### config.mk
export PLATFORM = sky130hd
export DESIGN_NAME = router_1xn
export DESIGN_NICKNAME = d
export VERILOG_FILES = /design/src/rtl/router_pkg.sv /design/src/rtl/router_fifo_n.sv /design/src/rtl/router_1xn.sv
export SDC_FILE = /design/constraint.sdc
export NUM_CORES = 1
export LEC_CHECK = 0
export BUFFER_PORTS_ARGS = -buffer_cell sky130_fd_sc_hd__buf_2
export CAP_MARGIN = 40
export CORE_MARGIN = 3
export CORE_UTILIZATION = 40
export DETAILED_ROUTE_END_ITERATION = 7
export HOLD_SLACK_MARGIN = 0.15
export PLACE_DENSITY = 0.56
export SLEW_MARGIN = 5
export SYNTH_ARGS = -nofsm -noshare
export SYNTH_HDL_FRONTEND = slang
export SYNTH_SLANG_ARGS = --single-unit
### constraint.sdc
create_clock -name clock -period 3.3 [get_ports clock]
set_input_delay 0.165 -clock clock [delete_from_list [all_inputs] [get_ports clock]]
set_output_delay 0.165 -clock clock [all_outputs]
set_load 0.1 [all_outputs]
### src/rtl/router_pkg.sv
// router_pkg: shared FSM states, address/length field widths and FIFO flag position for router_1xn.
// Build option: ROUTER_PARITY_EN adds the parity states LOAD_PARITY and CHECK_PARITY.
package router_pkg;

    typedef enum logic [3:0] {
        DECODE,
        WAIT_EMPTY,
        LOAD_FIRST,
        LOAD_DATA,
        FIFO_FULL,
        LOAD_AFTER_FULL,
        DROP
`ifdef ROUTER_PARITY_EN
        , LOAD_PARITY,
        CHECK_PARITY
`endif
    } state_t;

    // The first-byte flag occupies the LSB of each FIFO entry; the data byte sits above it.
    localparam int FLAG_BIT = 0;

    function automatic int addr_w(input int n_ports);
        return (n_ports > 1) ? $clog2(n_ports) : 1;
    endfunction

    function automatic int len_w(input int data_w, input int n_ports);
        return data_w - addr_w(n_ports);
    endfunction

endpackage

### src/rtl/router_fifo_n.sv
// router_fifo_n: W-bit x DEPTH synchronous FIFO with flush and a registered, hold-on-idle read port.
module router_fifo_n #(
    parameter int W     = 9,
    parameter int DEPTH = 16
) (
    input  logic         clock,
    input  logic         reset,
    input  logic         flush,
    input  logic         we,
    input  logic [W-1:0] wdata,
    input  logic         re,
    output logic [W-1:0] rdata,
    output logic         empty,
    output logic         full
);
    localparam int PW = $clog2(DEPTH);

    logic [W-1:0] r_mem [DEPTH];
    logic [PW-1:0] r_wp;
    logic [PW-1:0] r_rp;
    logic [PW:0]   r_cnt;
    logic          w_wr;
    logic          w_rd;

    assign empty = (r_cnt == '0);
    assign full  = (r_cnt == (PW+1)'(DEPTH));
    assign w_wr  = we && !full && !flush;
    assign w_rd  = re && !empty && !flush;

    // Pointers wrap naturally because DEPTH is a power of two; flush empties the queue in one edge.
    always_ff @(posedge clock) begin
        if (reset || flush) begin
            r_wp  <= '0;
            r_rp  <= '0;
            r_cnt <= '0;
        end else begin
            if (w_wr) r_wp <= r_wp + PW'(1);
            if (w_rd) r_rp <= r_rp + PW'(1);
            r_cnt <= r_cnt + (PW+1)'(w_wr) - (PW+1)'(w_rd);
        end
    end

    // Storage array, written only when there is room.
    always_ff @(posedge clock) begin
        if (w_wr) r_mem[r_wp] <= wdata;
    end

    // Read data updates only on an accepted read and otherwise holds its last value.
    always_ff @(posedge clock) begin
        if (reset) rdata <= '0;
        else if (w_rd) rdata <= r_mem[r_rp];
    end

endmodule

### src/rtl/router_1xn.sv
// router_1xn: one-input, N-output packet router with per-port FIFOs and idle-timeout flush.
// Build option: define ROUTER_PARITY_EN for packets that end in a parity byte checked against the XOR of header and payload.
module router_1xn
    import router_pkg::*;
#(
    parameter int DATA_W     = 8,
    parameter int N_PORTS    = 3,
    parameter int FIFO_DEPTH = 16,
    parameter int TIMEOUT    = 30
) (
    input  logic                      clock,
    input  logic                      reset,
    input  logic [DATA_W-1:0]         data_in,
    input  logic                      pkt_valid,
    output logic                      busy,
    output logic                      err,
    input  logic [N_PORTS-1:0]        read_enb,
    output logic [N_PORTS*DATA_W-1:0] data_out,
    output logic [N_PORTS-1:0]        vld_out
);
    localparam int AW = addr_w(N_PORTS);
    localparam int TW = $clog2(TIMEOUT + 1);
`ifdef ROUTER_PARITY_EN
    localparam state_t S_END = LOAD_PARITY;
`else
    localparam state_t S_END = DECODE;
`endif

    state_t            r_state;
    state_t            w_next;
    logic [AW-1:0]     r_addr;
    logic [DATA_W-1:0] r_hdr;
    logic [DATA_W-1:0] r_hold;
`ifdef ROUTER_PARITY_EN
    logic [DATA_W-1:0] r_par;
    logic [DATA_W-1:0] r_rx_par;
`endif
    logic [AW-1:0]     w_hdr_addr;
    logic              w_hdr_ok;
    logic              w_load_st;
    logic              w_abort;
    logic              w_wr;
    logic              w_first;
    logic [DATA_W-1:0] w_wbyte;
    logic [DATA_W:0]   w_wdata;
    logic [N_PORTS-1:0] w_we;
    logic [N_PORTS-1:0] w_empty;
    logic [N_PORTS-1:0] w_full;
    logic [N_PORTS-1:0] w_flush;
    logic [N_PORTS-1:0] w_unused_flags;
    logic [DATA_W:0]   w_rdata [N_PORTS];

    assign w_hdr_addr = data_in[AW-1:0];
    assign w_hdr_ok   = 32'(w_hdr_addr) < 32'(N_PORTS);
    assign w_wdata    = {w_wbyte, w_first};
    assign vld_out    = ~w_empty;
`ifdef ROUTER_PARITY_EN
    assign w_load_st  = r_state inside {LOAD_FIRST, LOAD_DATA, FIFO_FULL, LOAD_AFTER_FULL, LOAD_PARITY};
`else
    assign w_load_st  = r_state inside {LOAD_FIRST, LOAD_DATA, FIFO_FULL, LOAD_AFTER_FULL};
`endif
    assign w_abort    = w_load_st && w_flush[r_addr];

    // Next state, busy, err and the FIFO write request; a timeout flush of the target port aborts the packet.
    always_comb begin
        w_next  = r_state;
        w_wr    = 1'b0;
        w_first = 1'b0;
        w_wbyte = data_in;
        busy    = 1'b0;
        err     = 1'b0;
        case (r_state)
            DECODE:
                if (pkt_valid) w_next = !w_hdr_ok ? DROP : w_empty[w_hdr_addr] ? LOAD_FIRST : WAIT_EMPTY;
            WAIT_EMPTY: begin
                busy = 1'b1;
                if (w_empty[r_addr]) w_next = LOAD_FIRST;
            end
            LOAD_FIRST: begin
                busy    = 1'b1;
                w_wr    = 1'b1;
                w_first = 1'b1;
                w_wbyte = r_hdr;
                w_next  = LOAD_DATA;
            end
            LOAD_DATA:
                if (!pkt_valid) w_next = S_END;
                else if (w_full[r_addr]) w_next = FIFO_FULL;
                else w_wr = 1'b1;
            FIFO_FULL: begin
                busy = 1'b1;
                if (!w_full[r_addr]) w_next = LOAD_AFTER_FULL;
            end
            LOAD_AFTER_FULL: begin
                busy    = 1'b1;
                w_wr    = 1'b1;
                w_wbyte = r_hold;
                w_next  = pkt_valid ? LOAD_DATA : S_END;
            end
`ifdef ROUTER_PARITY_EN
            LOAD_PARITY: begin
                busy    = 1'b1;
                w_wbyte = r_rx_par;
                if (!w_full[r_addr]) begin
                    w_wr   = 1'b1;
                    w_next = CHECK_PARITY;
                end
            end
            CHECK_PARITY: begin
                busy   = 1'b1;
                err    = (r_par != r_rx_par);
                w_next = DECODE;
            end
`endif
            DROP:
                if (!pkt_valid) begin
                    err    = 1'b1;
                    w_next = DECODE;
                end
            default: w_next = DECODE;
        endcase
        if (w_abort) begin
            w_next = DECODE;
            w_wr   = 1'b0;
        end
    end

    // State register plus the header, overflow byte and parity latches.
    always_ff @(posedge clock) begin
        if (reset) begin
            r_state  <= DECODE;
            r_addr   <= '0;
            r_hdr    <= '0;
            r_hold   <= '0;
`ifdef ROUTER_PARITY_EN
            r_par    <= '0;
            r_rx_par <= '0;
`endif
        end else begin
            r_state <= w_next;
            if (r_state == DECODE && pkt_valid) begin
                r_hdr  <= data_in;
                r_addr <= w_hdr_addr;
            end
            if (r_state == LOAD_DATA && pkt_valid) r_hold <= data_in;
`ifdef ROUTER_PARITY_EN
            if (r_state == DECODE && pkt_valid) r_par <= data_in;
            if (r_state == LOAD_DATA && pkt_valid) r_par <= r_par ^ data_in;
            if ((r_state == LOAD_DATA || r_state == LOAD_AFTER_FULL) && !pkt_valid) r_rx_par <= data_in;
`endif
        end
    end

    for (genvar i = 0; i < N_PORTS; i++) begin : g_port
        logic [TW-1:0] r_tmr;

        assign w_we[i]    = w_wr && (r_addr == AW'(i));
        assign w_flush[i] = vld_out[i] && !read_enb[i] && (r_tmr == TW'(TIMEOUT - 1));
        assign data_out[i*DATA_W +: DATA_W] = w_rdata[i][DATA_W:FLAG_BIT+1];
        assign w_unused_flags[i] = w_rdata[i][FLAG_BIT];

        // Counts consecutive unread cycles while the FIFO holds data; any read or an empty FIFO restarts it.
        always_ff @(posedge clock) begin
            r_tmr <= (reset || !vld_out[i] || read_enb[i]) ? '0 : r_tmr + TW'(1);
        end

        router_fifo_n #(
            .W    (DATA_W + 1),
            .DEPTH(FIFO_DEPTH)
        ) u_fifo (
            .clock(clock),
            .reset(reset),
            .flush(w_flush[i]),
            .we   (w_we[i]),
            .wdata(w_wdata),
            .re   (read_enb[i]),
            .rdata(w_rdata[i]),
            .empty(w_empty[i]),
            .full (w_full[i])
        );
    end

endmodule

# ---- After elaboration in Yosys (flattened, before gate mapping)
# Memories as Yosys holds them, arrays and structs flattened. A register that Yosys moved wholly into a read port is not among the register bits.
# Cells that the tools add are included.
dict set report word_totals {
  ff_bits 76
  ram_bits 432
  elab_cells 148
  mem_count 3
}
dict set report classes {
  n_addsub 15
  order_cmp 3
  eq_ne 19
  mux 33
  bitwise 1
  n_reduce_logical 58
}
# memory words width read_ports rd_clocked_by_memory_dff wr line
set mem_list {}
lappend mem_list {{g_port[0].u_fifo.r_mem} 16 9 1 1 1 router_fifo_n.sv:18} ;# logic [W-1:0] r_mem [DEPTH];
lappend mem_list {{g_port[1].u_fifo.r_mem} 16 9 1 1 1 router_fifo_n.sv:18}
lappend mem_list {{g_port[2].u_fifo.r_mem} 16 9 1 1 1 router_fifo_n.sv:18}
# operator count
set op_table {}
lappend op_table {{5-bit equality test, second input constant} 6}
lappend op_table {{4-bit case mux with 7 select lines} 1}
lappend op_table {{4-bit by 1-bit adder with 4-bit output, second input constant} 6}
lappend op_table {{1-bit logical AND} 24}
lappend op_table {{4-bit 2-to-1 mux} 6}
lappend op_table {{1-bit 2-to-1 mux} 17}
lappend op_table {{8-bit case mux with 2 select lines} 1}
lappend op_table {{5-bit by 1-bit adder with 5-bit output} 3}
lappend op_table {{5-bit by 1-bit adder with 5-bit output, second input constant} 3}
lappend op_table {{1-bit zero test} 15}
lappend op_table {{5-bit zero test} 3}
lappend op_table {{5-bit by 1-bit subtractor with 5-bit output} 3}
lappend op_table {{4-bit by 3-bit equality test with 1-bit output, second input constant} 3}
lappend op_table {{1-bit logical OR} 9}
lappend op_table {{1-bit binary-select mux with 2-bit select} 4}
lappend op_table {{4-bit by 2-bit equality test with 1-bit output, second input constant} 2}
lappend op_table {{2-bit inequality test, second input constant} 4}
lappend op_table {{2-bit by 3-bit < comparator with 1-bit output, second input constant} 2}
lappend op_table {{5-bit AND reduction} 1}
lappend op_table {{4-bit by 1-bit equality test with 1-bit output, second input constant} 1}
lappend op_table {{4-bit zero test} 1}
lappend op_table {{2-bit 2-to-1 mux} 2}
lappend op_table {{4-bit nonzero test} 1}
lappend op_table {{2-bit OR reduction} 2}
lappend op_table {{9 further kinds} 9}

# ---- Depth between registers and ports, before layout
# Gate-level depths: netlist (run 1).
dict set report depth {
  word_depth 13
  depth_mapped 17
  ltp_nobuf 16
}

# ---- Modules after synthesis
# Synthesis (run 1) repeated with hierarchy kept, for this count alone.
dict set report hier_totals {
  hier_cells 1298
  area_unflattened_um2 21894.7
}
# module n_inst cells_per_inst area_per_inst_um2
set by_module_without_submodules {}
lappend by_module_without_submodules {router_fifo_n 3 351 6668.9}
lappend by_module_without_submodules {router_1xn 1 245 1888.1}

# ---- Worst setup path before layout (run 1)
# Ideal clock, no wire load.
dict set report synth_path {
  path_kind {register -> register}
  from {register g_port[0].u_fifo.r_cnt[3]}
  to {register g_port[0].u_fifo.r_cnt[4]}
  setup_time_ns 0.070
  arrival_ns 3.514
  required_time_ns 3.230
  setup_slack_ns -0.284
  path_stages_with_launch 18
  n_path_buf 1
  cell_sequence {dfxtp_1 -> inv_1 -> ha_1 -> nor4b_2 -> inv_1 -> nand2_1 -> inv_1 -> buf_1 -> ha_1 -> inv_1 -> ha_1 -> inv_1 -> fa_1 -> inv_1 -> a21oi_1 -> nor2_1 -> or3_1 -> a21oi_1}
}
dict set report synth_via {
  word_cells_on_any_way 25
  classes_between {add/sub: 2; eq/ne: 1; mux: 8; bitwise: 1; reduce/logical: 13}
}
# item line
set synth_lines {}
lappend synth_lines {{from (decl)} router_fifo_n.sv:21} ;# logic [PW:0] r_cnt;
lappend synth_lines {{from (signal assigned)} router_fifo_n.sv:39} ;# r_cnt <= r_cnt + (PW+1)'(w_wr) - (PW+1)'(w_rd);
lappend synth_lines {{5-bit zero test} router_fifo_n.sv:25} ;# assign empty = (r_cnt == '0);
lappend synth_lines {{3-bit inverter} router_1xn.sv:56} ;# assign vld_out = ~w_empty;
lappend synth_lines {{named net vld_out[0]} router_1xn.sv:19} ;# output logic [N_PORTS-1:0] vld_out
lappend synth_lines {{1-bit logical AND (2 in a row)} router_1xn.sv:158} ;# assign w_flush[i] = vld_out[i] && !read_enb[i] && (r_tmr == TW'(TIMEOUT - 1));
lappend synth_lines {{1-bit zero test} router_fifo_n.sv:28} ;# assign w_rd = re && !empty && !flush;
lappend synth_lines {{1-bit logical AND} router_fifo_n.sv:28}
lappend synth_lines {{named net g_port[0].u_fifo.w_rd} router_fifo_n.sv:23} ;# logic w_rd;
lappend synth_lines {{5-bit by 1-bit subtractor with 5-bit output} router_fifo_n.sv:39}
# The timed path passes the listed nets, and every way through them passes these cells. The select of a mux whose other input is x is not followed.
# A chain may end at the register's enable or synchronous reset.

# ---- Final worst setup path (run 1)
dict set report layout_path {
  from {register g_port[2].u_fifo.r_cnt[3]}
  to {register g_port[2].u_fifo.r_cnt[4]}
}
dict set report layout_via {
  elab_chain_len 13
  word_cells_on_any_way 25
  classes_between {add/sub: 2; eq/ne: 1; mux: 8; bitwise: 1; reduce/logical: 13}
}
# item line
set layout_lines {}
lappend layout_lines {{from (decl)} router_fifo_n.sv:21}
lappend layout_lines {{from (signal assigned)} router_fifo_n.sv:39}
lappend layout_lines {{branches (longest 13 deep; another with 5-bit by 1-bit adder with 5-bit output)} -}
# Parallel ways; which one is timed is not known. The select of a mux whose other input is x is not followed.

==> results_dict.tcl, run 1 <==
set metrics [dict create \
    slew_violations 0 \
    synth_fa_ha_area_share_pct 2.79 \
    antennaDiodeCount 0 \
    cts_tree "yes" \
    synth_area_per_cell_um2 16.3 \
    yosysWarnings 0 \
    power_density_mw_per_mm2 873 \
    gp_congestion 0.770 \
    grt_first_pass_wirelength_um 64500 \
    first_global_vias 10405 \
    required_ns 3.81 \
    rsz0062_at_grt "false" \
    ys_seq_elements 481 \
    fin_area_mm2 0.0226 \
    via_count 10447 \
    dp_hpwl_um 26900 \
    cts_buffers 51 \
    wl_per_cell_um 21.2 \
    cts.htree.levels 2 \
    fmax_ghz 0.327 \
    cp_cell_sequence "inv_1 > ha_1 > nor4b_4 > clkinvlp_4 > nand2_4 > inv_2 > ha_1 > inv_1 > ha_1 > inv_2 > fa_2 > inv_1 > a21oi_1 > nor2_1 > or3_1 > a21oi_1" \
    power.internal_mw 13.1 \
    reg2reg_slack_ns 0.25 \
    synth_flop_cell "edfxtp_1" \
    r2r-start "g_port[2].u_fifo.r_cnt[3]$_SDFF_PP0_" \
    synth_xor_area_share_pct 1.29 \
    status "complete, no violations" \
    power_frac_comb_pct 31.4 \
    clk_pin_slew_ns 0.06 \
    crit_start "g_port[2].u_fifo.r_cnt[3]$_SDFF_PP0_" \
    cp_slowest_cell "or3_1" \
    synth_area_mm2 0.0196 \
    hold_path_depth 2 \
    fin_crit_sh_pct 92.6 \
    io_pins 43 \
    cp_top_family "simple AND/OR/NAND/NOR gates" \
    placed_area_mm2 0.0209 \
    synth_compound_area_share_pct 3.85 \
    die-area_mm2 0.0518 \
    critPathLaunchType "register" \
    syn_nets 1259 \
    synth_top_family_by_area "multiplexers" \
    path_max_fanout 13 \
    antenna_found_initial 0 \
    pwr-share-clk_pct 27.4 \
    synth_mux_area_share_pct 13.8 \
    layout-drive-gt1-share_pct 23.0 \
    grt_max_degree 49 \
    grt_usage_pct 16.6 \
    synth_edf_count 384 \
    synthArstFlopShare_pct 0 \
    dpl_worst_slack_ns 0.152 \
    min_period_ns 3.05 \
    skew_ns 0.0141 \
    tightest_slew_ns 0.893 \
    vdd_drop_max_mv 0.372 \
    p_sw_mw 6.65 \
    path_depth 16 \
    layout_common_cells "384 x edfxtp_1, 120 x mux4_2, 99 x nand2_1" \
    end_kind "register" \
    drt-initial-drc-count 677 \
    drt-vias-per-instance 5.27 \
    seq_power_share_pct 41.2 \
    ys_seq_area_share_pct 68.6 \
    die_h_um 228 \
    reg2reg_depth 16 \
    insertion_delay_ns 0.58 \
    crit_type "register to register" \
    crit_buf_inv 6 \
    drc_errors 0 \
    clk_path_buf_depth 3 \
    fin_nets 1342 \
    total_power_mw 19.7 \
    ant_nets 0 \
    min_from "reset" \
    synthDistinctLibCells 53 \
    initial_core_util_pct 40.8 \
    maxCapViolCount 0 \
    root_buffer "clkbuf_16" \
    worstReg2RegEnd "g_port[2].u_fifo.r_cnt[4]$_SDFF_PP0_" \
    grt.overflow.total 0 \
    synth_cells 1203 \
    final_common_cell "edfxtp_1" \
    fin_ws_ns 0.246 \
    synthSimpleGateAreaFrac_pct 7.49 \
    core-area_mm2 0.0481 \
    port_buffers 42 \
    max_stage_delay_ns 0.35 \
    slew-limit-headroom_pct 40.4 \
    die_w_um 228 \
    wl_um 42100 \
    swShare_pct 33.7 \
    arrival_ns 3.56 \
    final_cell_count_no_fill 1982 \
    area_growth_pct 14.9 \
    power.leakage_nw 7.53 \
    worstSetupEndpoint "g_port[2].u_fifo.r_cnt[4]$_SDFF_PP0_" \
    hold_violations 0 \
    setup_violations 0 \
    clock_sinks 481 \
    row_count 80 \
    worst_hold_path_type "input port to register" \
    dp_cells 1877 \
    hold_ws_ns 0.225 \
    drt-pass1-iter-count 5 \
]
==> Yosys cell counts, drive strengths merged (19+ instances only) <==
library cell	number	area, µm²
nand2	102	383
buf	29	139
edfxtp	384	11500
dfxtp	97	1940
and3	50	313
inv	48	180
clkbuf	31	116
mux4	120	2700
nor2	55	209
ha	39	488
o21ai	22	110
a21oi	78	390
xor2	19	166
==> stage by stage <==
step | utilization [%] | TNS [ns]
floorplan | - | -0.0142
global placement | 43.3 | 0
detailed placement | 43.3 | 0
CTS | 46.9 | 0
global route | 46.9 | 0
finish | 46.9 | 0
==> area by class of cell <==
type                            count  area (µm²)
Clock inverter                     28         214
Tap cell                          656         821
Sequential cell                   481       13500
Multi-Input combinational cell    614        5880
Timing Repair Buffer               90         626
Clock buffer                       65        1360
Inverter                           48         196
Fill cell                        4099       25600
==> worst min-delay path by stage <==
stage / to / slack, ns
3_5_place_dp: r_hold[0]$_SDFFE_PP0P_ / 0.45
5_1_grt: g_port[0].u_fifo.rdata[1]$_SDFFE_PP0P_ / 0.23
2_1_floorplan: r_hdr[2]$_SDFFE_PP0P_ / 0.30
3_3_place_gp: r_hdr[3]$_SDFFE_PP0P_ / 0.44
4_1_cts: g_port[0].u_fifo.rdata[7]$_SDFFE_PP0P_ / 0.19
6_report: g_port[0].u_fifo.rdata[5]$_SDFFE_PP0P_ / 0.23
==> registers in the layout, summed over array words and instances, names as in the netlist <==
name / cells
g_port.u_fifo.r_mem: 384
g_port.u_fifo.rdata: 24
g_port.r_tmr: 15
g_port.u_fifo.r_cnt: 15
g_port.u_fifo.r_rp: 12
g_port.u_fifo.r_wp: 12
r_hold: 8
r_hdr: 7
r_state: 3
r_addr: 1
==> cells by family after synthesis <==
group / after synthesis
flops: 481
simple gates: 289
compound gates: 134
mux: 120
buf+inv: 108
fa+ha+maj: 42
xor+xnor: 29
==> power by group through the flow <==
stage	Combinational, mW	Clock (mW)	Sequential, mW
after floorplan	3.74	0	8.77
after global placement	6.19	0	8.24
after detailed placement	6.26	0	8.25
after CTS	6.29	5.55	8.13
after global routing	6.73	5.79	8.17
final	6.18	5.41	8.12
==> metal layers <==
layer	share of wire, %	up-vias	wire (µm)	GRT usage (%)
li1	-	4824	-	-
met1	45	5335	18800	23.0
met2	49	222	20700	27.4
met3	4.1	66	1730	2.89
met4	2.2	0	939	4.45
met5	0	-	0	0
==> repair_timing <==
item	4_1_cts	5_1_grt
endpoints found under the setup margin	0	3
setup buffers	0	0
hold endpoints to repair	66	0
hold buffers	12	0
resized for setup	0	2
(Power assumes the default switching activity.)
==> run 2: changes to the inputs <==
--- a/config.mk
+++ b/config.mk
@@ -12,7 +12,7 @@
 export DETAILED_ROUTE_END_ITERATION = 7
 export HOLD_SLACK_MARGIN = 0.15
 export PLACE_DENSITY = 0.56
-export SLEW_MARGIN = 5
 export SYNTH_ARGS = -nofsm -noshare
 export SYNTH_HDL_FRONTEND = slang
+export SYNTH_HIERARCHICAL = 1
 export SYNTH_SLANG_ARGS = --single-unit
==> run 2 against run 1 <==
  * Via count grew 3.4%
  * Wire length increased by 3.5%
  * Clock power rose by 0.7%
  * Hold slack better by 0.043 ns
  * Largest cell class unchanged
  * Utilization grew 0.85 points
  * Final cell count is 5.0% higher
  * Setup slack worse by 0.073 ns
==> results_dict.tcl, run 2 <==
set metrics [dict create \
    power_frac_comb_pct 31.3 \
    drt-vias-per-instance 5.19 \
    hold_violations 0 \
    vdd_drop_max_mv 0.855 \
    drt-initial-drc-count 858 \
    tns_ns 0 \
    slew_violations 0 \
    grt_usage_pct 16.6 \
    layout_common_cells "384 x edfxtp_1, 100 x buf_4, 92 x nor2_1" \
    crit_buf_inv 5 \
    via_count 10807 \
    total_power_mw 19.8 \
    die_h_um 230 \
    top_register "g_port.u_fifo/r_mem" \
    cp_cell_sequence "inv_2 > ha_2 > or4b_4 > inv_2 > or3_4 > inv_2 > and2b_2 > nand2_4 > inv_1 > ha_1 > inv_1 > ha_2 > fa_2 > a21oi_2 > nor2_1 > or3_1 > a21oi_1" \
    worst_hold_path_type "input port to register" \
    swShare_pct 33.9 \
    p_sw_mw 6.71 \
    yosysWarnings 6 \
    maxCapViolCount 0 \
    fin_nets 1433 \
    arrival_ns 3.65 \
    slew-limit-headroom_pct 39.5 \
    area_growth_pct 17.2 \
    cts.htree.levels 2 \
    clock_sinks 481 \
    setup_violations 0 \
    insertion_delay_ns 0.59 \
    fillers 4151 \
    fin_ws_ns 0.173 \
    initial_core_util_pct 40.7 \
    grt_first_pass_wirelength_um 67000 \
    wl_um 43500 \
    largest_register_ffs 384 \
    dp_hpwl_um 27400 \
    syn_nets 1278 \
    tightest_slew_ns 0.907 \
    power.internal_mw 13.1 \
    row_count 81 \
    port_buffers 42 \
    fmax_ghz 0.320 \
    skew_ns 0.0234 \
    critPathLaunchType "register" \
    clk_pin_slew_ns 0.06 \
    synth_area_per_cell_um2 16.4 \
    path_max_fanout 3 \
    hold_ws_ns 0.268 \
    final_cell_count_no_fill 2082 \
    seq_power_share_pct 41.1 \
    cp_top_family "simple AND/OR/NAND/NOR gates" \
    drc_errors 0 \
    dpl_worst_slack_ns 0.0732 \
    dp_cells 1970 \
    end_kind "register" \
    synth_area_mm2 0.0200 \
    required_ns 3.82 \
    gp_congestion 0.790 \
    power.leakage_nw 7.93 \
    crit_type "register to register" \
    clk_path_buf_depth 3 \
    wl_per_cell_um 20.9 \
    top_regs "g_port.u_fifo/r_mem: 384 flops, g_port.u_fifo/rdata: 24 flops" \
    layout-drive-gt1-share_pct 24.1 \
    cts_buffers 50 \
    cp_common_cell "inv_2" \
    core-area_mm2 0.0492 \
    ant_nets 0 \
    final_common_cell "edfxtp_1" \
    die_w_um 230 \
    min_period_ns 3.13 \
    antennaDiodeCount 0 \
    first_global_vias 10988 \
    cp_slowest_cell "or3_4" \
    cts_tree "yes" \
    power_density_mw_per_mm2 844 \
    max_stage_delay_ns 0.37 \
    pwr-share-clk_pct 27.5 \
    fin_crit_sh_pct 94.8 \
    synth_cells 1222 \
    grt_max_degree 49 \
    die-area_mm2 0.0527 \
    io_pins 43 \
    drt-pass1-iter-count 5 \
    grt.overflow.total 0 \
    status "complete, no violations" \
    antenna_found_initial 0 \
    root_buffer "clkbuf_16" \
]
run 2: final timing paths:
check	slack, ns	startpoint	to	depth (start not counted)
min reg2reg	0.45	r_hold[0]$_SDFFE_PP0P_	r_hold[0]$_SDFFE_PP0P_	2
min	0.27	reset	r_hdr[7]$_SDFFE_PP0P_	2
max	0.17	g_port[2].u_fifo/r_cnt[3]$_SDFF_PP0_	g_port[2].u_fifo/r_cnt[4]$_SDFF_PP0_	17
max reg2reg	0.17	g_port[2].u_fifo/r_cnt[3]$_SDFF_PP0_	g_port[2].u_fifo/r_cnt[4]$_SDFF_PP0_	17
run 2: final cells by class:
class,count,area (µm²),area share (%)
Clock buffer,77,1440,6.15
Clock inverter,16,149,0.635
Inverter,49,186,0.795
Multi-Input combinational cell,628,6050,25.8
Sequential cell,481,13500,57.5
Tap cell,664,831,3.54
Timing Repair Buffer,167,1320,5.62
run 2: metrics by stage:
stage                     utilization, %  instance area, µm²
after floorplan                        -               20100
after global placement              44.0               21600
after detailed placement            44.0               21600
after CTS                           47.6               23400
after global routing                47.7               23500
final                               47.7               23500
run 2: worst register-to-register path, delay by kind of cell, from the launching register on:
| family | cells | cell delay (ns) |
|---|---|---|
| buffers and inverters | 5 | 0.22 |
| adders and majority gates | 4 | 0.98 |
| DFF | 1 | 0.34 |
| and+or+nand+nor | 6 | 1.29 |
| AOI/OAI and AO/OA | 2 | 0.25 |
run 2: timing repair:
action | 4_1_cts | 5_1_grt
gates resized for setup | 0 | 16
setup buffers | 0 | 4
setup endpoints to repair | 0 | 155
hold endpoints to repair | 39 | 0
hold buffers | 15 | 0
run 2: power groups by stage:
stage | registers, mW | clock network, mW | logic, mW
global route | 8.20 | 5.86 | 6.72
floorplan | 8.81 | 0 | 3.62
global placement | 8.31 | 0 | 6.04
CTS | 8.15 | 5.61 | 6.22
finish | 8.15 | 5.45 | 6.20
detailed placement | 8.28 | 0 | 6.20
run 2: metal layers:
layer | share of wire [%] | global-route usage (%)
met5 | 0 | 0
met4 | 2.2 | 4.57
met3 | 5.0 | 3.04
met2 | 46 | 26.2
met1 | 47 | 23.7
==> run 3: changes to the inputs <==
--- a/config.mk
+++ b/config.mk
@@ -12,7 +12,9 @@
 export DETAILED_ROUTE_END_ITERATION = 7
 export HOLD_SLACK_MARGIN = 0.15
 export PLACE_DENSITY = 0.56
+export RECOVER_POWER = 25
 export SYNTH_ARGS = -nofsm -noshare
 export SYNTH_HDL_FRONTEND = slang
 export SYNTH_HIERARCHICAL = 1
 export SYNTH_SLANG_ARGS = --single-unit
+export TNS_END_PERCENT = 5
==> run 3 against run 2 <==
  * Maximum frequency fell by 2.6%
  * Clock power increased by 3%
  * Combinational power about the same
  * Largest power group unchanged
  * Critical path type unchanged
  * Largest cell class unchanged
==> results_dict.tcl, run 3 (synthesis gave the netlist of run 2 again) <==
set metrics [dict create \
    fin_nets 1434 \
    cts_tree "yes" \
    drt-initial-drc-count 757 \
    clock_sinks 481 \
    die_h_um 230 \
    hold_path_depth 2 \
    slew-limit-headroom_pct 17.9 \
    tns_ns 0 \
    layout_common_cells "384 x edfxtp_1, 107 x buf_4, 92 x nor2_1" \
    die_w_um 230 \
    min_from "reset" \
    dp_hpwl_um 26900 \
    insertion_delay_ns 0.58 \
    setup_violations 0 \
    worstReg2RegEnd "g_port[0].u_fifo/r_cnt[4]$_SDFF_PP0_" \
    ant_nets 0 \
    path_max_fanout 2 \
    status "complete, no violations" \
    power.leakage_nw 7.86 \
    grt_usage_pct 16.4 \
    fmax_ghz 0.311 \
    first_global_vias 11171 \
    skew_ns 0.0153 \
    core-area_mm2 0.0492 \
    drt-pass1-iter-count 5 \
    root_buffer "clkbuf_16" \
    r2r-start "g_port[0].u_fifo/r_cnt[2]$_SDFF_PP0_" \
    fin_crit_sh_pct 97.3 \
    rsz0062_at_grt "true" \
    required_ns 3.80 \
    worst_hold_path_type "input port to register" \
    min_delay_worst_endpoint "r_addr[0]$_SDFFE_PP0P_" \
    max_stage_delay_ns 0.38 \
    arrival_ns 3.71 \
    port_buffers 42 \
    cts.htree.levels 2 \
    cp_cell_sequence "inv_2 > ha_4 > or4b_4 > inv_1 > or3_4 > buf_4 > nor2_1 > nor4_2 > nor2b_2 > and2_1 > ha_1 > fa_2 > a21oi_2 > nor2_1 > or3_1 > a21oi_1" \
    via_count 10869 \
    drc_errors 0 \
    total_power_mw 19.9 \
    top_regs "g_port.u_fifo/r_mem: 384 flops, g_port.u_fifo/rdata: 24 flops" \
    wl_um 42800 \
    critPathLaunchType "register" \
    min_period_ns 3.21 \
    antenna_found_initial 0 \
    cp_common_cell "nor2_1" \
    clk_path_buf_depth 3 \
    crit_type "register to register" \
    crit_buf_inv 3 \
    reg2reg_depth 16 \
    die-area_mm2 0.0527 \
    grt_max_degree 49 \
    vdd_drop_max_mv 0.591 \
    cts_buffers 49 \
    grt.overflow.total 0 \
    clk_pin_slew_ns 0.06 \
    drt-vias-per-instance 5.22 \
    row_count 81 \
    hold_violations 0 \
    slew_violations 0 \
    area_growth_pct 17.1 \
    wl_per_cell_um 20.6 \
    cp_top_family "simple AND/OR/NAND/NOR gates" \
    reg2reg_slack_ns 0.09 \
    grt_first_pass_wirelength_um 66600 \
    initial_core_util_pct 40.7 \
    layout-drive-gt1-share_pct 22.3 \
    tightest_slew_ns 1.24 \
    maxCapViolCount 0 \
    top_register "g_port.u_fifo/r_mem" \
    gp_congestion 0.761 \
    power_density_mw_per_mm2 848 \
    final_common_cell "edfxtp_1" \
    largest_register_ffs 384 \
    antennaDiodeCount 0 \
    io_pins 43 \
    end_kind "register" \
    cp_slowest_cell "or3_4" \
]
## run 3: cell types whose count changed in the layout (fill, tap and decap cells not counted), sizes merged
cell	delta
buf	-21
clkinv	-1
bufinv	+4
clkbuf	+21
dlygate4sd3	-2
## run 3: how the worst max path moves through the flow
stage               cells after the start                                  from                                   end  slack (ns)
detailed placement                     18  g_port[0].u_fifo/r_cnt[2]$_SDFF_PP0_  g_port[1].u_fifo/r_cnt[4]$_SDFF_PP0_       -0.03
floorplan                              19  g_port[2].u_fifo/r_cnt[2]$_SDFF_PP0_  g_port[2].u_fifo/r_cnt[4]$_SDFF_PP0_       -0.16
global route                           17  g_port[0].u_fifo/r_cnt[3]$_SDFF_PP0_  g_port[0].u_fifo/r_cnt[4]$_SDFF_PP0_       -0.04
finish                                 16  g_port[0].u_fifo/r_cnt[2]$_SDFF_PP0_  g_port[0].u_fifo/r_cnt[4]$_SDFF_PP0_        0.09
CTS                                    18  g_port[0].u_fifo/r_cnt[2]$_SDFF_PP0_  g_port[1].u_fifo/r_cnt[4]$_SDFF_PP0_       0.006
global placement                       17  g_port[0].u_fifo/r_cnt[3]$_SDFF_PP0_  g_port[0].u_fifo/r_cnt[4]$_SDFF_PP0_        0.08
## run 3: area by class of cell
| type | count | area, µm² |
|---|---|---|
| timing repair buffer | 169 | 1240 |
| clock buffer | 73 | 1360 |
| clock inverter | 19 | 268 |
| sequential | 481 | 13500 |
| multi-input combinational | 628 | 6070 |
| inverter | 49 | 184 |
| tap | 664 | 831 |
| fill | 4216 | 25700 |
## run 3: timing repair
| item | 4_1_cts | 5_1_grt |
|---|---|---|
| endpoints found under the hold margin | 39 | 0 |
| gates cloned | 0 | 0 |
| pin swaps | 0 | 5 |
| hold buffers | 13 | 0 |
| buffers inserted | 0 | 3 |
| setup endpoints to repair | 3 | 304 |
| resized for setup | 3 | 24 |
## run 3: worst register-to-register path, cell delays in order (launching register included)
cell and delay [ns]:
dfxtp_2 0.34, inv_2 0.05, ha_4 0.17, or4b_4 0.20, inv_1 0.04, or3_4 0.38
buf_4 0.14, nor2_1 0.13, nor4_2 0.06, nor2b_2 0.16, and2_1 0.17, ha_1 0.23
fa_2 0.36, a21oi_2 0.13, nor2_1 0.06, or3_1 0.35, a21oi_1 0.15
## run 3: power breakdown
part | leakage (nW) | internal, mW | switching (mW)
registers | 4.25 | 7.84 | 0.256
clock network | 0.784 | 3.33 | 2.27
logic | 2.82 | 2.00 | 4.18
## run 3: routing by layer
metal	up-vias	wire length [µm]	GRT usage, %
li1	5029	-	-
met1	5611	19300	22.4
met2	172	21100	27.6
met3	57	1570	2.64
met4	0	799	3.86
met5	-	0	0
## run 3: stage by stage
stage	setup slack (ns)	utilization, %	hold slack (ns)	cells	area (µm²)
final	0.0888	47.7	0.266	2083	23400
after CTS	0.00622	47.5	0.221	2080	23400
after detailed placement	-0.0285	43.9	0.447	1975	21600
after floorplan	-0.156	-	0.301	1222	20000
after global routing	-0.0447	47.7	0.301	2083	23400
after global placement	0.0780	43.9	0.441	1973	21600
